[src/rtl/oped_debug_trace.sv]
// rtl/oped_debug_trace.sv - timestamped change-capture trace FIFO for the opedTop debug vector
module oped_debug_trace #(
    parameter int DEPTH = 16,
    parameter int TSW   = 16
) (
    input  logic                     CLK,
    input  logic                     RST_N,
    input  logic [31:0]              debug_in,
    input  logic                     enable,
    input  logic [31:0]              mask,
    input  logic                     clear,
    input  logic                     rd_ready,
    output logic                     rd_valid,
    output logic [TSW+31:0]          rd_data,
    output logic [$clog2(DEPTH):0]   count,
    output logic                     overflow,
    output logic [15:0]              drop_count
);

    localparam int AW = $clog2(DEPTH);
    localparam logic [AW:0] FULL = (AW+1)'(DEPTH);

    logic [31:0]     debug_q;
    logic [TSW-1:0]  ts;
    logic [AW-1:0]   wr_ptr;
    logic [AW-1:0]   rd_ptr;
    logic [TSW+31:0] mem [DEPTH];

    logic evt;
    logic pop;
    logic push;
    logic drop;

    // Pops are gated by enable so that the whole FIFO state holds still while capture is off.
    always_comb begin
        evt  = enable && (((debug_in ^ debug_q) & mask) != 32'd0);
        pop  = enable && rd_ready && (count != '0);
        push = evt && ((count != FULL) || pop);
        drop = evt && !push;
    end

    assign rd_valid = (count != '0);
    assign rd_data  = mem[rd_ptr];

    always_ff @(posedge CLK or negedge RST_N) begin
        if (!RST_N) begin
            debug_q <= '0;
        end else begin
            debug_q <= debug_in;
        end
    end

    always_ff @(posedge CLK or negedge RST_N) begin
        if (!RST_N) begin
            ts <= '0;
        end else if (clear) begin
            ts <= '0;
        end else begin
            ts <= ts + 1'b1;
        end
    end

    // Storage is not reset; only pointers and occupancy define what is valid.
    always_ff @(posedge CLK) begin
        if (push && !clear) begin
            mem[wr_ptr] <= {ts, debug_in};
        end
    end

    always_ff @(posedge CLK or negedge RST_N) begin
        if (!RST_N) begin
            wr_ptr <= '0;
            rd_ptr <= '0;
            count  <= '0;
        end else if (clear) begin
            wr_ptr <= '0;
            rd_ptr <= '0;
            count  <= '0;
        end else begin
            if (push) begin
                wr_ptr <= wr_ptr + 1'b1;
            end
            if (pop) begin
                rd_ptr <= rd_ptr + 1'b1;
            end
            if (push && !pop) begin
                count <= count + 1'b1;
            end else if (pop && !push) begin
                count <= count - 1'b1;
            end
        end
    end

    always_ff @(posedge CLK or negedge RST_N) begin
        if (!RST_N) begin
            overflow   <= 1'b0;
            drop_count <= '0;
        end else if (clear) begin
            overflow   <= 1'b0;
            drop_count <= '0;
        end else if (drop) begin
            overflow <= 1'b1;
            if (drop_count != 16'hFFFF) begin
                drop_count <= drop_count + 16'd1;
            end
        end
    end

endmodule

[config.mk]
export PLATFORM = sky130hd
export DESIGN_NAME = oped_debug_trace
export DESIGN_NICKNAME = d
export VERILOG_FILES = /design/src/rtl/oped_debug_trace.sv
export SDC_FILE = /design/constraint.sdc
export NUM_CORES = 1
export LEC_CHECK = 0
export ABC_AREA = 1
export BUFFER_PORTS_ARGS = -buffer_cell sky130_fd_sc_hd__buf_2
export CAP_MARGIN = 20
export CORE_MARGIN = 2
export CORE_UTILIZATION = 30
export DETAILED_ROUTE_END_ITERATION = 10
export GPL_TIMING_DRIVEN = 0
export HOLD_SLACK_MARGIN = 0.1
export SYNTH_ARGS = -nofsm -noshare
export SYNTH_HDL_FRONTEND = slang
export SYNTH_SLANG_ARGS = --single-unit
[constraint.sdc]
create_clock -name CLK -period 13.6 [get_ports CLK]
set_input_delay 0.68 -clock CLK [delete_from_list [all_inputs] [get_ports CLK]]
set_output_delay 0.68 -clock CLK [all_outputs]
set_load 0.02 [all_outputs]
Yosys cells after proc, flatten, opt, wreduce, memory -nomap -nowiden
Memories as Yosys holds them, arrays and structs flattened.
Cells that the tools add are included.
{ "word_totals": {"reg_bits": 78, "ramBits": 768, "in_bits": 69, "output_inout_bits": 71, "wordCells": 53, "mem_count": 1} }
{ "classes": {"addsub": 6, "n_eq_ne": 2, "n_mux": 15, "bitwise": 2, "n_reduce_logical": 20} }
{ "mem_list": {"columns": ["memory", "words", "word_bits", "read_ports", "rd_ports_with_merged_regs", "write_ports", "line_no", "source"], "rows": [
  ["mem", 16, 48, 1, 0, 1, "27", "logic [TSW+31:0] mem [DEPTH];"]
]} }
{ "op_table": {"columns": ["operator", "n"], "rows": [
  ["$mux 16", 4],
  ["$add 16x1->16 const B", 2],
  ["$and 32x32->32", 1],
  ["$reduce_bool 32->1", 1],
  ["$xor 32x32->32", 1],
  ["$mux 4", 4],
  ["$ne 16x16->1 const B", 1],
  ["$mux 5", 3],
  ["$add 4x1->4 const B", 2],
  ["$logic_and 1x1->1", 8],
  ["$reduce_bool 2->1", 4],
  ["$add 5x1->5 const B", 1],
  ["$ne 5x5->1 const B", 1],
  ["$reduce_bool 5->1", 1],
  ["$sub 5x1->5 const B", 1],
  ["$mux 1", 4],
  ["$logic_not 1->1", 3],
  ["$reduce_bool 3->1", 1],
  ["$reduce_and 2->1", 1],
  ["$logic_or 1x1->1", 1]
]} }

Depth between registers and ports, before layout
Gate-level depths: netlist of the first run.
{ "depth": {"ltp_word": 10, "depth_mapped": 18, "depth_no_buf": 18} }

Least setup slack after synthesis of the first run
Ideal clock, no wire load.
{ "synth_timing": {"kind": "input to register", "startpoint": "in debug_in[15]", "endpoint": "mem mem[10][0] in the netlist's numbering, enable pin", "setup_ns": 0.513, "arrival_ns": 4.844, "required_ns": 13.087, "setup_slack_ns": 8.243, "cell_stages": 13, "path_buffers": 1, "path_cell_list": "inv_1 nand2_1 nand3_1 nand2_1 nor2_1 nand2_1 nor2_1 nand2_2 nand2_2 nor2_4 nand2_1 buf_4 nor3_1"} }
{ "synth_via": {"elab_chain_cells": 8} }
{ "synth_rtl": {"columns": ["item", "line_no", "source"], "rows": [
  ["from (decl)", "8", "input logic [31:0] debug_in,"],
  ["$xor 32x32->32", "36", "evt = enable && (((debug_in ^ debug_q) & mask) != 32'd0);"],
  ["$and 32x32->32", "36", null],
  ["$reduce_bool 32->1", "36", null],
  ["$logic_and 1x1->1", "36", null],
  ["$logic_and 1x1->1", "38", "push = evt && ((count != FULL) || pop);"],
  ["$logic_and 1x1->1", "65", "if (push && !clear) begin"],
  ["$mux 1", "65", null],
  ["$mux 1 (implied by the code)", "66", "mem[wr_ptr] <= {ts, debug_in};"],
  ["to (decl)", "27", null]
]} }
Every way passes these cells.

Final worst setup path of the first run
{ "layout_timing": {"startpoint": "reg rd_ptr[1]", "endpoint": "out rd_data[13]"} }
{ "layout_via": {"elab_chain_cells": 1} }
{ "layout_rtl": {"columns": ["item", "line_no", "source"], "rows": [
  ["from (decl)", "26", "logic [AW-1:0] rd_ptr;"],
  ["from (signal assigned)", "84", "rd_ptr <= rd_ptr + 1'b1;"],
  ["$mem_v2 16x48", null, null],
  ["to (decl)", "14", "output logic [TSW+31:0] rd_data,"]
]} }
Every way passes these cells.

==> results of run 1 <==
[per-layer routing]
metal | vias up | wire length (um) | global-route usage (%)
li1 | 10300 | - | -
met1 | 11700 | 45100 | 25.5
met2 | 1328 | 51200 | 29.9
met3 | 212 | 11500 | 4.24
met4 | 6 | 4070 | 6.89
met5 | - | 38 | 0
[final timing paths]
check	slack [ns]	cells past startpoint	endpoint	from
worst max-delay path	9.04	8	rd_data[13]	rd_ptr[1]
worst min-delay path	0.28	1	debug_q[21]	debug_in[21]
worst max register to register	9.58	17	mem[12][9]	debug_q[27]
worst min register to register	0.56	1	overflow	overflow
max in group asynchronous	12.36	3	debug_q[17]	RST_N
min in group asynchronous	0.52	2	drop_count[13]	RST_N
[Yosys cell counts, types with 13 or more instances]
library cell	instances
edfxtp_1	768
nor2_1	426
o21ai_0	397
nand2_1	181
o221ai_1	146
clkbuf_1	135
nand3_1	110
inv_1	101
dfrtp_1	78
o211ai_1	46
o22ai_1	46
nor3_1	28
buf_2	21
a21oi_1	17
xor2_1	13
[worst max-delay path: stages, from the launching register on]
cell and delay, ns:
dfrtp_1 0.49, inv_1 0.15, clkbuf_1 0.83, clkbuf_1 0.55
o21ai_0 0.21, o221ai_1 0.35, o211ai_1 0.21, nand2_1 0.22
buf_2 0.20
[power groups by stage]
stage / Sequential [mW] / Combinational (mW) / Clock, mW
3_3_place_gp: 2.95 / 0.917 / 0
6_report: 2.89 / 0.947 / 2.42
2_1_floorplan: 2.95 / 0.495 / 0
4_1_cts: 2.89 / 0.945 / 2.44
3_5_place_dp: 2.95 / 0.942 / 0
5_1_grt: 2.90 / 1.02 / 2.54
[what timing repair did]
action,4_1_cts,5_1_grt
endpoints found under the hold margin,29,0
setup endpoints to repair,0,0
hold buffers,1,0
[logic make-up (layout without fill, tap and decap cells)]
family                   after synthesis  after routing  synth area share [%]
flip-flops                           846            846                  74.2
AND/OR/NAND/NOR                      770            770                  9.47
AO/OA/AOI/OAI                        675            675                  12.3
buffers and inverters                273            682                  3.17
XOR/XNOR                              16             16                 0.416
adder cells (fa/ha/maj)               12             12                 0.467
other                                  0              1                     0
[stage by stage]
stage	power, mW	util [%]	cells
after floorplan	3.45	-	2592
after global placement	3.87	32.4	4230
after detailed placement	3.89	33.6	4336
after CTS	6.28	36.1	4500
after global routing	6.45	36.2	4501
final	6.26	36.2	4502
[layout make-up]
type                    instances  area share [%]
multi-input cells            1473            19.1
plain buffers                 167            1.66
repair buffers                246            4.79
well taps                    1500            4.63
inverters                     106           0.982
diodes                          1         0.00618
clock inverters                46            1.13
flip-flops and latches        846            61.7
clock buffers                 117            5.99
[sequential cells by signal, indices dropped and copies added, names as in the netlist]
register    cells
count           5
debug_q        32
drop_count     16
mem           768
overflow        1
rd_ptr          4
ts             16
wr_ptr          4
==> results.md, run 1 <==
- Worst Setup Start Kind: register
- Design Area, Final: 40500 um2
- Io pins: 140
- TritonCTS clock tree: yes
- Leading cell type in the layout, fill and taps excluded: edfxtp_1
- Top-area cell type share of the netlist area: 68.4%
- H-tree level count: 3
- Critical path data required time: 12.92 ns
- FP Rows: 123
- FFs w/ async S/R, synth: 9.22%
- Switch share: 28.3%
- Peak VDD IR: 0.0953 mV
- Post-route DRC violation count: 0
- Post-Route WL: 112000 um
- Top cells by area, synth: edfxtp_1 (68%), o21ai_0 (5.9%), dfrtp_1 (5.8%), nor2_1 (4.7%), o221ai_1 (3.8%)
- Worst skew pair latency: 0.68 ns
- Initial antenna violation count: 6
- Final setup viols: 0
- Vias in the first global route: 22400
- Final Hold Fails: 0
- EDFF count, synth: 768
- Unique cell type count in the Yosys netlist: 44
- RSZ-0062 raised after global routing: false
- Crit. End Element: primary output
- FMAX: 219 MHz
- Share of layout cells above drive strength 1: 14.4%
- Number of DRC markers in iteration 0: 3188
- Cell taking the most area after synthesis: edfxtp_1
- Minimum clock period after layout: 4.56 ns
- Routed Antenna Nets: 0
- Status: completed
- Clock power share: 38.6%
- CTS Buf Count: 90
- Multi-input gate area: 7720 um2
- Setup bufs post-CTS: 0
- Yosys Warn Count: 0
- Routed WL per cell: 24.9 um
- Avg Inst Size Synth: 13.0 um2
- Nets: 3011
- CTS root buf: clkbuf_16
- Layout area overhead: 20.1%
- Max-slew violations: 0
- Combinational Power Share: 15.1%
- P per Cell Area: 155 nW/um2
- Placed cell area: 37600 um2
- #FFs+latches synth: 846
- Clock buffer depth: 3
- Initial core utilization: 30.1%
- NetSw: 1.77 mW
- Most frequent cells in the layout: edfxtp_1 (768), nor2_1 (426), o21ai_0 (397), nand2_1 (181), buf_2 (158)
- Tot GR Track Use: 18.9%
- Core Box Area: 112000 um2
- Die area: 115000 um2
- Cell area after synthesis: 33700 um2
- Hold slack: 0.280 ns
- Placer Congestion: 0.830
- Global-route wire length before repair: 159000 um
- Sequential cell area: 25000 um2
- GRT overflow: 0
- Post-CTS sizing: 0
- Vias per Instance: 5.24
- First-pass DRT Iterations: 6
- # port buffers: 138
- Dpl hpwl: 76800 um
- Critical path class: register to primary output
- Die X: 339 um
- Cell count after synthesis: 2592
- Die H: 339 um
- Clock transition at path regs: 0.06 ns
- Fillcell total: 10900
- Cell leakage power: 13.7 nW
- Maximum capacitance violations: 0
- Sequential group share of total power: 46.2%
- Synth Flop Type: edfxtp_1
- Largest net degree at the start of global routing: 50
- Skew final: 0.0412 ns
- Tightest Pin Transition: 1.17 ns
- Setup TNS Final: 0 ns
- Slew headroom: 21.7%
- Maximum fanout along the worst path: 10
- HP Class: primary input to register
- Internal: 4.49 mW
- Sequential area share after synthesis: 74.2%
- Routed vias: 23600
- Fin crit share: 33.5%
- Clock sinks: 846
- Data arrival, critical path: 3.88 ns
- Syn_nets: 2673
- Final worst slack: 9.04 ns
- Pre-CTS setup slack: 8.89 ns
(Power assumes the default switching activity.)
==> run 2, diff against run 1 <==
ABC_AREA = 0   (was 1)
clock period = 3.75 ns   (was 13.6 ns; I/O delays follow)
==> results.md, run 2 <==
- Worst flop-to-flop path startpoint: debug_q[23]
- Max-slew violations: 0
- H-tree level count: 3
- Initial antenna violation count: 8
- Post-synthesis compound-gate area fraction: 0.770%
- Max reg flops: 768
- Cell area after synthesis: 32500 um2
- Highest routed metal layer: met5
- Sequential area share after synthesis: 77.0%
- Number of DRC markers in iteration 0: 2021
- First-pass DRT Iterations: 7
- Final core occ: 36.8%
- Maximum capacitance violations: 0
- Met3 wire len: 6840 um
- Syn_nets: 1498
- Fin crit share: 96.8%
- Yosys Warn Count: 0
- Dpl hpwl: 52800 um
- Top-area cell type share of the netlist area: 71.0%
- Die area: 111000 um2
- CP delay by family, top: buffers and inverters
- Critical path data required time: 3.56 ns
- Avg Inst Size Synth: 22.9 um2
- Largest family of logic cells by synthesized area: multiplexers
- Largest regs: mem: 768 flops, debug_q: 32 flops
- Cell taking the most area after synthesis: edfxtp_1
- Finished Layout Cells: 3210
- Die H: 333 um
- Routed vias: 16000
- NetSw: 5.18 mW
- Clock transition at path regs: 0.06 ns
- Nets: 1819
- FMAX: 276 MHz
- Die X: 333 um
- HP Class: primary input to register
- Core Box Area: 107000 um2
- CTS root buf: clkbuf_16
- Critical path class: register to primary output
- CTS Buf Count: 89
- Worst skew pair latency: 0.66 ns
- Status: completed
- Final Hold Fails: 0
- Crit-path cells: clkbuf_1 -> clkbuf_2 -> clkbuf_4 -> mux4_2 -> mux4_2 -> buf_2
- CP max stage delay: 0.58 ns
- Initial core utilization: 30.3%
- Post-route DRC violation count: 0
- Routed Antenna Nets: 0
- Combinational Power Share: 12.2%
- Maximum fanout along the worst path: 10
- EDFF count, synth: 768
- Crit. End Element: primary output
- Switch share: 23.5%
- Data arrival, critical path: 3.44 ns
- RSZ-0062 raised after global routing: true
- GRT overflow: 0
- Clock buffer depth: 3
- Minimum clock period after layout: 3.63 ns
- Slowest-stage cell, CP: mux4_2
- Most frequent cells in the layout: edfxtp_1 (768), mux4_2 (240), buf_2 (137), clkbuf_16 (89), dfrtp_1 (78)
- TritonCTS clock tree: yes
- Tot GR Track Use: 14.8%
- Peak VDD IR: 0.309 mV
- Tightest Pin Transition: 1.04 ns
- Hold Startpoint: debug_in[19]
- CP most frequent cell: mux4_2
- Biggest register: mem
- Share of layout cells above drive strength 1: 35.0%
- Leading cell type in the layout, fill and taps excluded: edfxtp_1
- Synth Area in Simple Gates: 2.23%
- Top-count cell post-synth: edfxtp_1
- Skew final: 0.0283 ns
- Power Total: 22.0 mW
- Vias in the first global route: 16600
- CP startpoint: rd_ptr[0]
- CP bufs+invs: 4
- Post-Place Cells: 3001
- # port buffers: 139
- Unique cell type count in the Yosys netlist: 35
- Io pins: 140
- Vias per Instance: 5.00
- Clock sinks: 846
- Cell count after synthesis: 1417
- Mux share of post-synthesis cell area: 17.1%
- P per Cell Area: 559 nW/um2
- Adder-Cell Fraction of Synth Area: 0.485%
- Post-Route WL: 82500 um
- Hold slack: 0.369 ns
- Internal: 16.8 mW
- Sequential group share of total power: 47.5%
- Layout area overhead: 21.3%
- Cell leakage power: 12.7 nW
- DRT met1 WL: 34500 um
- Worst Setup Start Kind: register
- FP Rows: 120
- Final setup viols: 0
- Largest net degree at the start of global routing: 39
- Global-route wire length before repair: 118000 um
- Synth Flop Type: edfxtp_1
- Top cells by area, synth: edfxtp_1 (71%), mux4_2 (17%), dfrtp_1 (6.0%), xor2_1 (1.2%), nor2_1 (0.69%)
- Most frequent cells after synthesis: edfxtp_1 (768), mux4_2 (240), dfrtp_1 (78)
- WL met2: 39900 um
- Routed WL per cell: 25.7 um
- Slew headroom: 30.8%
- Post-Synth XOR/XNOR Area: 1.56%
- #FFs+latches synth: 846
- Placer Congestion: 0.742
- Clock power share: 40.2%
- FFs w/ async S/R, synth: 9.22%
==> run 2: logic make-up after synthesis <==
logic type / after synthesis
adder cells (fa/ha/maj): 12
multiplexers: 254
flip-flops: 846
buffers and inverters: 68
AO/OA/AOI/OAI: 33
AND/OR/NAND/NOR: 146
XOR/XNOR: 58
==> run 2: area by class of cell <==
class                   count  area [um2]
fillers                  9719       67800
clock inverters            49         586
diodes                      1        2.50
well taps                1403        1760
clock buffers             110        2340
inverters                   6        22.5
repair buffers            230        2030
plain buffers              62         323
multi-input cells         503        7340
flip-flops and latches    846       25000
==> run 2: through the flow <==
stage          instance area [um2]  worst slack (ns)  TNS [ns]
6_report                     39400             0.121         0
5_1_grt                      39400           -0.0343   -0.0343
2_1_floorplan                32500           -0.0689    -33.80
3_5_place_dp                 35900            -0.551    -57.47
3_3_place_gp                 34900             -4.23  -2877.05
4_1_cts                      39400           0.00680         0
==> run 2: layer usage <==
metal,track usage (%),up-vias
li1,-,6590
met5,0,-
met3,3.31,120
met1,20.6,8693
met4,2.87,8
met2,24.1,633
==> run 2: path summary, 6_finish.rpt <==
kind	to	slack (ns)	cells past startpoint
worst max-delay path	rd_data[29]	0.12	6
min in group asynchronous	count[4]	0.60	3
worst min register to register	overflow	0.51	2
worst min-delay path	debug_q[19]	0.37	2
worst max register to register	count[4]	0.17	15
max in group asynchronous	drop_count[14]	1.97	4
==> run 2: power groups by stage <==
stage	Clock [mW]	Sequential (mW)	Combinational, mW
after floorplan	0	10.7	1.68
after global placement	0	10.7	2.58
after detailed placement	0	10.7	2.69
after CTS	9.04	10.5	2.76
after global routing	9.37	10.5	2.89
final	8.86	10.5	2.69
==> run 2: timing repair <==
action / 4_1_cts / 5_1_grt
endpoints found under the hold margin: 631 / 0
setup endpoints to repair: 224 / 201
hold buffers: 38 / 0
pin swaps: 8 / 4
buffers inserted: 9 / 2
gates resized for setup: 31 / 15
